$ cat src/rtl/gate_scan.sv
// Register-mapped channel gate: routes gen_in to one of N_CH PMT channels, either a
// manually selected channel or an automatic dwell-timed scan over the enabled channels.
module gate_scan #(
   parameter int          DATA_WIDTH = 8,
   parameter int          N_CH       = 10,
   parameter int unsigned BASE_ADDR  = 32'h20,
   localparam int         CH_W       = $clog2(N_CH + 1)
) (
   input  logic                  clk,
   input  logic                  res,
   input  logic [DATA_WIDTH-1:0] addr,
   input  logic [DATA_WIDTH-1:0] data_in,
   input  logic                  we,
   output logic [DATA_WIDTH-1:0] data_out,
   input  logic [N_CH-1:0]       keys,
   input  logic                  gen_in,
   output logic                  gen_out,
   output logic [N_CH-1:0]       ch_out,
   output logic [N_CH-1:0]       leds,
   output logic [CH_W-1:0]       sel_out,
   output logic                  busy,
   output logic                  done
);

   // Candidate and miss counters need one extra bit to represent N_CH+1.
   localparam int CW = CH_W + 1;

   localparam logic [DATA_WIDTH-1:0] A_CTRL = DATA_WIDTH'(BASE_ADDR);
   localparam logic [DATA_WIDTH-1:0] A_ERR  = DATA_WIDTH'(BASE_ADDR + 1);
   localparam logic [DATA_WIDTH-1:0] A_SEL  = DATA_WIDTH'(BASE_ADDR + 2);
   localparam logic [DATA_WIDTH-1:0] A_DLO  = DATA_WIDTH'(BASE_ADDR + 3);
   localparam logic [DATA_WIDTH-1:0] A_DHI  = DATA_WIDTH'(BASE_ADDR + 4);
   localparam logic [DATA_WIDTH-1:0] A_STAT = DATA_WIDTH'(BASE_ADDR + 5);

   typedef enum logic [1:0] {S_IDLE, S_SEEK, S_DWELL, S_DONE} state_t;

   state_t                state_q, state_d;
   logic [CH_W-1:0]       ch_q, ch_d;
   logic [CW-1:0]         cand_q, cand_d;
   logic [CW-1:0]         miss_q, miss_d;
   logic [15:0]           cnt_q, cnt_d;
   logic [15:0]           dwell_q, dwell_d;
   logic                  scan_q, scan_d;
   logic                  oneshot_q, oneshot_d;
   logic [3:0]            err_q, err_d;
   logic                  busy_q, busy_d;
   logic                  done_q, done_d;
   logic [DATA_WIDTH-1:0] dataOut_q, dataOut_d;
   logic [N_CH-1:0]       chOut_q, chOut_d;
   logic [N_CH-1:0]       leds_q, leds_d;
   logic                  genOut_q, genOut_d;

   logic                  wrCtrl, wrErr, wrSel, wrDlo, wrDhi, softRst;
   logic                  chInh, candInh;
   logic [3:0]            errSet, errMask;
   logic [15:0]           dwellEff;
   logic [DATA_WIDTH-1:0] rdData;

   // Channel number 0 maps to no bit; n maps to bit n-1.
   function automatic logic [N_CH-1:0] chOneHot(input logic [CW-1:0] n);
      logic [N_CH-1:0] oh;
      oh = '0;
      for (int i = 0; i < N_CH; i++) oh[i] = (n == CW'(i + 1));
      return oh;
   endfunction

   assign wrCtrl   = we && (addr == A_CTRL);
   assign wrErr    = we && (addr == A_ERR);
   assign wrSel    = we && (addr == A_SEL);
   assign wrDlo    = we && (addr == A_DLO);
   assign wrDhi    = we && (addr == A_DHI);
   assign softRst  = wrCtrl && data_in[0];
   assign chInh    = |(keys & chOneHot({1'b0, ch_q}));
   assign candInh  = |(keys & chOneHot(cand_q));
   assign dwellEff = (dwell_q == 16'd0) ? 16'd1 : dwell_q;

   // Next-state logic: FSM step first, then register writes override it,
   // and a soft reset overrides everything.
   always_comb begin
      state_d   = state_q;
      ch_d      = ch_q;
      cand_d    = cand_q;
      miss_d    = miss_q;
      cnt_d     = cnt_q;
      dwell_d   = dwell_q;
      scan_d    = scan_q;
      oneshot_d = oneshot_q;
      errSet    = '0;
      case (state_q)
         S_IDLE: begin
            if (wrSel) begin
               if (data_in > DATA_WIDTH'(N_CH)) begin
                  ch_d      = '0;
                  errSet[0] = 1'b1;
               end else if (|(keys & chOneHot(data_in[CW-1:0]))) begin
                  ch_d      = '0;
                  errSet[1] = 1'b1;
               end else begin
                  ch_d = data_in[CH_W-1:0];
               end
            end else if (chInh) begin
               ch_d      = '0;
               errSet[1] = 1'b1;
            end
         end
         S_SEEK: begin
            if (cand_q > CW'(N_CH)) begin
               if (oneshot_q) begin
                  state_d = S_DONE;
                  ch_d    = '0;
                  scan_d  = 1'b0;
               end else begin
                  cand_d = CW'(1);
               end
            end else if (candInh) begin
               cand_d = cand_q + CW'(1);
               miss_d = miss_q + CW'(1);
               if (miss_q + CW'(1) == CW'(N_CH)) begin
                  state_d   = S_IDLE;
                  ch_d      = '0;
                  scan_d    = 1'b0;
                  errSet[2] = 1'b1;
               end
            end else begin
               state_d = S_DWELL;
               ch_d    = cand_q[CH_W-1:0];
               cnt_d   = dwellEff;
               miss_d  = '0;
            end
         end
         S_DWELL: begin
            if (chInh || cnt_q <= 16'd1) begin
               state_d = S_SEEK;
               cand_d  = {1'b0, ch_q} + CW'(1);
               ch_d    = '0;
               miss_d  = '0;
            end else begin
               cnt_d = cnt_q - 16'd1;
            end
         end
         S_DONE: begin
         end
      endcase
      if (wrSel && (state_q == S_SEEK || state_q == S_DWELL)) errSet[3] = 1'b1;
      if (wrDlo) dwell_d[7:0] = data_in[7:0];
      if (wrDhi) dwell_d[15:8] = data_in[7:0];
      if (wrCtrl) begin
         scan_d    = data_in[1];
         oneshot_d = data_in[2];
         if (!data_in[1]) begin
            state_d = S_IDLE;
            ch_d    = '0;
         end else if (state_q == S_IDLE || state_q == S_DONE) begin
            state_d = S_SEEK;
            cand_d  = CW'(1);
            miss_d  = '0;
            ch_d    = '0;
         end
      end
      errMask = wrErr ? data_in[3:0] : 4'd0;
      err_d   = (err_q & ~errMask) | errSet;
      case (addr)
         A_CTRL:  rdData = DATA_WIDTH'({oneshot_q, scan_q, 1'b0});
         A_ERR:   rdData = DATA_WIDTH'(err_q);
         A_SEL:   rdData = DATA_WIDTH'(ch_q);
         A_DLO:   rdData = DATA_WIDTH'(dwell_q[7:0]);
         A_DHI:   rdData = DATA_WIDTH'(dwell_q[15:8]);
         A_STAT:  rdData = DATA_WIDTH'({done_q, busy_q});
         default: rdData = '0;
      endcase
      dataOut_d = rdData;
      leds_d    = chOneHot({1'b0, ch_q});
      chOut_d   = chOneHot({1'b0, ch_q}) & {N_CH{gen_in}};
      genOut_d  = gen_in && (ch_q != '0);
      if (softRst) begin
         state_d   = S_IDLE;
         ch_d      = '0;
         cand_d    = '0;
         miss_d    = '0;
         cnt_d     = '0;
         dwell_d   = 16'd1;
         scan_d    = 1'b0;
         oneshot_d = 1'b0;
         err_d     = '0;
         dataOut_d = '0;
         leds_d    = '0;
         chOut_d   = '0;
         genOut_d  = 1'b0;
      end
      busy_d = (state_d == S_SEEK) || (state_d == S_DWELL);
      done_d = (state_d == S_DONE);
   end

   // State and output registers, cleared asynchronously by res.
   always_ff @(posedge clk or posedge res) begin
      if (res) begin
         state_q   <= S_IDLE;
         ch_q      <= '0;
         cand_q    <= '0;
         miss_q    <= '0;
         cnt_q     <= '0;
         dwell_q   <= 16'd1;
         scan_q    <= 1'b0;
         oneshot_q <= 1'b0;
         err_q     <= '0;
         busy_q    <= 1'b0;
         done_q    <= 1'b0;
         dataOut_q <= '0;
         chOut_q   <= '0;
         leds_q    <= '0;
         genOut_q  <= 1'b0;
      end else begin
         state_q   <= state_d;
         ch_q      <= ch_d;
         cand_q    <= cand_d;
         miss_q    <= miss_d;
         cnt_q     <= cnt_d;
         dwell_q   <= dwell_d;
         scan_q    <= scan_d;
         oneshot_q <= oneshot_d;
         err_q     <= err_d;
         busy_q    <= busy_d;
         done_q    <= done_d;
         dataOut_q <= dataOut_d;
         chOut_q   <= chOut_d;
         leds_q    <= leds_d;
         genOut_q  <= genOut_d;
      end
   end

   assign data_out = dataOut_q;
   assign gen_out  = genOut_q;
   assign ch_out   = chOut_q;
   assign leds     = leds_q;
   assign sel_out  = ch_q;
   assign busy     = busy_q;
   assign done     = done_q;

endmodule
$ cat config.mk
export PLATFORM = sky130hd
export DESIGN_NAME = gate_scan
export DESIGN_NICKNAME = d
export VERILOG_FILES = /design/src/rtl/gate_scan.sv
export SDC_FILE = /design/constraint.sdc
export NUM_CORES = 1
export LEC_CHECK = 0
export BUFFER_PORTS_ARGS = -buffer_cell sky130_fd_sc_hd__buf_2
export CAP_MARGIN = 15
export CORE_MARGIN = 2
export CORE_UTILIZATION = 54
export DETAILED_ROUTE_END_ITERATION = 10
export PLACE_DENSITY = 0.73
export SKIP_CTS_REPAIR_TIMING = 1
export SYNTH_ARGS = -nofsm -noshare
export SYNTH_HDL_FRONTEND = slang
export SYNTH_SLANG_ARGS = --single-unit
$ cat constraint.sdc
create_clock -name clk -period 7.1 [get_ports clk]
set_clock_uncertainty 0.1 [all_clocks]
set_input_delay 0.71 -clock clk [delete_from_list [all_inputs] [get_ports clk]]
set_output_delay 0.71 -clock clk [all_outputs]
set_load 0.1 [all_outputs]
## After elaboration in Yosys (flattened, before gate mapping)

Index checks and enable logic that the tools add are counted.

| word-level totals | value |
|---|---|
| word-level logic and storage cells | 182 |
| input port bits | 30 |
| flip-flop bits (word level) | 85 |
| output and inout bits | 35 |

| cells by class | value |
|---|---|
| bitwise operators | 7 |
| muxes and demuxes | 78 |
| order comparisons | 3 |
| reductions and logical operators | 27 |
| equality and inequality tests | 47 |
| add/sub/neg operators | 4 |

Operator list:

| cell | number |
|---|---|
| $mux 16 | 6 |
| $mux 5 | 15 |
| $mux 4 | 15 |
| $eq 8x6->1 const B | 6 |
| $pmux 8 s6 | 1 |
| $and 10x10->10 | 4 |
| $eq 5x3->1 const B | 8 |
| $eq 5x4->1 const B | 7 |
| $pmux 16 s2 | 1 |
| $reduce_or 10->1 | 3 |
| $mux 8 | 3 |
| $mux 1 | 21 |
| $eq 5x2->1 const B | 4 |
| $mux 10 | 2 |
| $mux 2 | 10 |
| $pmux 5 s2 | 2 |
| $eq 4x3->1 const B | 4 |
| $le 16x1->1 const B | 1 |
| $logic_not 16->1 | 1 |
| $sub 16x1->16 const B | 1 |
| $eq 4x4->1 const B | 3 |
| $pmux 4 s3 | 1 |
| $reduce_bool 4->1 | 3 |
| $add 5x1->5 const B | 2 |
| 20 further kinds | 42 |

## Longest topological paths before layout

| logic depth | value |
|---|---|
| depth in word-level cells | 12 |
| gate-level depth with buffers | 10 |
| depth with buffers taken out | 9 |

## Worst setup path before layout

No wires, ideal clock.

| timing path | value |
|---|---|
| path kind | register to register |
| start | reg ch_q[0], in the netlist sel_out[0] |
| end | reg busy_q, in the netlist busy |
| path buffers | 0 |
| path slack | 3.838 ns |
| clock period less this slack | 3.262 ns |
| stages on the path, launching flop included | 10 |
| arrival | 3.036 ns |
| data required time | 6.874 ns |
| setup time | 0.126 ns |
| cells stage by stage | dfrtp_1 -> inv_1 -> ha_1 -> a22oi_1 -> a2bb2oi_1 -> nand3_1 -> o21ai_0 -> a21oi_1 -> nor3_1 -> ha_1 |

| on the way | value |
|---|---|
| word-level cells in the longest chain between the ends | 12 |
| elaborated cells on any way between the ends | 22 |
| classes of those cells | eq/ne: 12; mux: 6; bitwise: 1; reduce/logical: 3 |

Ends and longest elaborated chain:

| what | RTL line | RTL |
|---|---|---|
| start, declared | 38 | `logic [CH_W-1:0] ch_q, ch_d;` |
| start signal, assigned | 214 | `ch_q <= ch_d;` |
| $eq 4x1->1 (tied with other cells) | 63 | `for (int i = 0; i < N_CH; i++) oh[i] = (n == CW'(i + 1));` |
| $and 10x10->10 (*) | 73 | `assign chInh = \|(keys & chOneHot({1'b0, ch_q}));` |
| $reduce_or 10->1 (*) | 73 |  |
| $logic_or 1x1->1 (*) | 132 | `if (chInh \|\| cnt_q <= 16'd1) begin` |
| $mux 2 (*) | 132 |  |
| $pmux 2 s2 (*) | 89 | `case (state_q)` |
| $mux 2 | 153 | `end else if (state_q == S_IDLE \|\| state_q == S_DONE) begin` |
| $mux 2 | 150 | `if (!data_in[1]) begin` |
| $mux 2 (*) | 147 | `if (wrCtrl) begin` |
| $mux 2 (*) | 175 | `if (softRst) begin` |
| net state_d[1] | 37 | `state_t state_q, state_d;` |
| $eq 2x1->1 / $eq 2x2->1 (equally long branches) | 190 | `busy_d = (state_d == S_SEEK) \|\| (state_d == S_DWELL);` |
| $logic_or 1x1->1 (*) | 190 |  |
| net busy_d | 46 | `logic busy_q, busy_d;` |
| end signal, assigned | 222 | `busy_q <= busy_d;` |
| end, declared | 46 |  |

The timed path passes the listed nets; every way through them passes the cells marked *.
A chain may end at the register's enable or synchronous reset.

## Final worst setup path

| timing path | value |
|---|---|
| start | reg cand_q[0] |
| end | reg cnt_q[7] |

| on the way | value |
|---|---|
| word-level cells in the longest chain between the ends | 5 |
| elaborated cells on any way between the ends | 16 |
| classes of those cells | order compare: 1; eq/ne: 12; bitwise: 1; reduce/logical: 2 |

Ends and longest elaborated chain:

| what | RTL line | RTL |
|---|---|---|
| start, declared | 39 | `logic [CW-1:0] cand_q, cand_d;` |
| start signal, assigned | 215 | `cand_q <= cand_d;` |
| $eq 5x1->1 (tied with other cells) | 63 |  |
| $and 10x10->10 | 74 | `assign candInh = \|(keys & chOneHot(cand_q));` |
| $reduce_or 10->1 | 74 |  |
| $ne 3x3->1 (no source line) | - |  |
| $reduce_and 4->1 (no source line) (*) | - |  |
| end signal, assigned | 217 | `cnt_q <= cnt_d;` |
| end, declared | 41 | `logic [15:0] cnt_q, cnt_d;` |

Mark *: on every way between the ends. The rest lies on a longest branch, timed or not.

==> results.toml <==
[job]
drv_cap = 0

[clocking]
clock-sinks = 85
cts_tree = "built"
max-clock-path-buffers = 2
ctsRootBufferMaster = "clkbuf_8"
htree_levels = 3
clock_latency_ns = 0.38
path_clk_slew_ns = 0.09
cts_buffers = 9

[synthesis]
synth-seq-area-share_pct = 40.17
synthCells = 602
ys_warn_count = 0
synth_seq_cells = 85
synth.cell_area_um2 = 5299
synth.avg_cell_area_um2 = 8.802
synth-edff-count = 0
synth_area_leaders = "dfrtp_1 40%, nand2_1 4.7%, ha_1 4.0%, nor2_1 3.8%, a21oi_1 3.7%"
synth_top_area_share_pct = 39.67
async_reset_ff_share_pct = 100.0
synth_ff_type = "dfrtp_1"
synth_top_area_cell = "dfrtp_1"
post_synth_num_cell_types = 76
syn-num-nets = 649

[grt]
grt_pass1_vias = 4556
antenna_found_initial = 0
grt_max_degree = 86
grt_overflow = 0
grt_pass1_wl_mm = 23.84
grt_usage_pct = 29.31

[route]
firstDrtPassIters = 5
via_per_inst = 6.395
first_iter_violations = 506
antenna_left = 0
drc = 0
drt-total-wl_mm = 14.98
vias = 5007
wl_per_cell_um = 19.13

[setup_path]
end_kind = "flip-flop"
regToRegSetupSlack_ns = 3.70
crit_arrival_ns = 3.60
crit_chain = "inv_1, ha_1, a222oi_1, o21ai_1, o32a_1, nor3b_4, nor2_1, a211oi_2"
criticalPathCategory = "flip-flop to flip-flop"
cpMaxStageDelayCell = "nor3b_4"
cp_max_fo = 17
path_buf_inv = 1
start_kind = "flip-flop"
crit_family = "compound AO/OA/AOI/OAI gates"
required_ns = 7.30
critPathMaxStageDelay_ns = 0.78

[sta]
slew_viol_final = 0
timing.final.ws_setup_ns = 3.703
setup_violations = 0
rsz0062_at_grt = "false"
finalCriticalPeriod_ns = 3.397
relSlewSlack_pct = 33.93
clock.fmax_ghz = 0.2944
finalHoldViolations = 0
worstMarginPinSlew_ns = 0.9873
min_period_over_period_pct = 47.84
fin_setup_tns_ns = 0

[placement]
post_dp_cell_area_um2 = 5639
pre_cts_ws_ns = 3.526
dpl.hpwl_mm = 10.55
gp_congestion = 0.9917
io_buffers = 64
place_inst = 766

[power]
powerDensity_nw_per_um2 = 369.2
ir_worst_vdd_mv = 0.2619
p_leak_nw = 2.546

[die]
ioPinCount = 65
start_util_pct = 54.97
rows = 36
design.core.area_um2 = 9639
die_area_um2 = 10620
die_h_um = 103.1
die_w_um = 103.1

[worst_hold_path]
hold_path.class = "primary input to async pin"

[finish]
drive_above_1_share_pct = 15.69
area_growth_pct = 10.32
fin_cells = 783
final_nets = 692
fin_area_um2 = 5846
n_antenna_cell = 0

[run_status]
outcome = "finished, final reports clean"
[registers in the layout, summed over array words and instances, names as in the netlist, 2 cells and up]
register / count
cand_q: 5
data_out: 8
ch_out: 10
cnt_q: 16
sel_out: 4
miss_q: 5
state_q: 2
err_q: 4
leds: 10
dwell_q: 16
[cell families (layout without fill, tap and decap cells)]
family / count (synthesis) / after routing / synth area share [%]
adder cells (fa/ha/maj): 17 / 17 / 4.014
buffers and inverters: 56 / 104 / 4.628
AND/OR/NAND/NOR: 248 / 248 / 23.75
multiplexers: 13 / 13 / 2.999
XOR/XNOR: 6 / 6 / 0.9919
flip-flops: 85 / 85 / 40.17
AO/OA/AOI/OAI: 177 / 177 / 23.45
[path summary, 6_finish.rpt]
| kind | from | cells past startpoint | to |
|---|---|---|---|
| min in group clk | err_q[2]$_DFF_PP0_ | 2 | err_q[2]$_DFF_PP0_ |
| max in group asynchronous | res | 4 | dwell_q[0]$_DFFE_PP1P_ |
| min | res | 3 | ch_out[5]$_DFF_PP0_ |
| max reg2reg | cand_q[0]$_DFF_PP0_ | 8 | cnt_q[7]$_DFFE_PP0P_ |
| min reg2reg | err_q[2]$_DFF_PP0_ | 2 | err_q[2]$_DFF_PP0_ |
| max | cand_q[0]$_DFF_PP0_ | 8 | cnt_q[7]$_DFFE_PP0P_ |
[through the flow]
stage	util [%]	power, W	hold slack (ns)
2_1_floorplan	-	0.001563	0.3747
3_3_place_gp	58.50	0.001786	0.4089
3_5_place_dp	58.50	0.001805	0.4305
4_1_cts	60.36	0.002129	0.4466
5_1_grt	60.64	0.002276	0.3326
6_report	60.64	0.002158	0.3029
[final cells by class]
class / instances / area (um2)
inverter: 20 / 76.32
clock buffer: 11 / 141.4
fill: 885 / 3794
sequential: 85 / 2128
timing repair buffer: 68 / 370.4
clock inverter: 5 / 37.54
multi-input combinational: 461 / 2925
tap: 133 / 166.4
[cells in the mapped netlist (4+ instances only)]
library cell  number
dfrtp_1           84
nand2_1           66
nor2_1            54
a21oi_1           39
nand3_1           37
o21ai_0           28
clkbuf_1          24
a22oi_1           20
inv_1             20
ha_1              17
nor3_1            16
nor4_1            12
and3_1             9
nor2b_1            9
a31oi_1            8
and2_1             8
mux2i_1            8
nand2b_1           8
o211ai_1           8
buf_2              7
nand4_1            6
o311ai_0           6
o21a_1             5
o31ai_1            5
a221oi_1           4
a22o_1             4
nand3b_1           4
o221ai_1           4
[worst reg2reg max path, cell delays in order, from the launching register on]
cell	delay (ns)
dfrtp_1	0.47
inv_1	0.16
ha_1	0.32
a222oi_1	0.39
o21ai_1	0.22
o32a_1	0.50
nor3b_4	0.79
nor2_1	0.13
a211oi_2	0.24
[report_power, final]
group	total (W)	internal, W	switching [W]
sequential	0.000690	0.000574	0.000115
combinational	0.00114	0.000343	0.000799
clock	0.000326	0.000137	0.000189
total	0.00216	0.00105	0.00110
[layout by cell type (no fill, tap or decap), drive strengths merged, types with 6 or more instances in the layout]
cell type / count
nor2b: 9
nand4: 6
inv: 19
o311ai: 6
nand3: 37
dfrtp: 84
a21oi: 40
buf: 68
nand2: 66
o21ai: 31
nand2b: 8
o211ai: 8
nor4: 13
nor3: 16
nor2: 54
a22oi: 20
ha: 17
mux2i: 8
clkbuf: 11
and3: 9
a31oi: 8
and2: 8
[routing by layer]
layer  track usage, %  up-vias  part of all wire [%]
li1                 -     2313                     -
met1            41.66     2388                    43
met2            43.26      275                    45
met3            6.102       31                   9.3
met4            13.06        0                   2.2
met5                0        -                     0
Power figures use the tool's default switching activity.
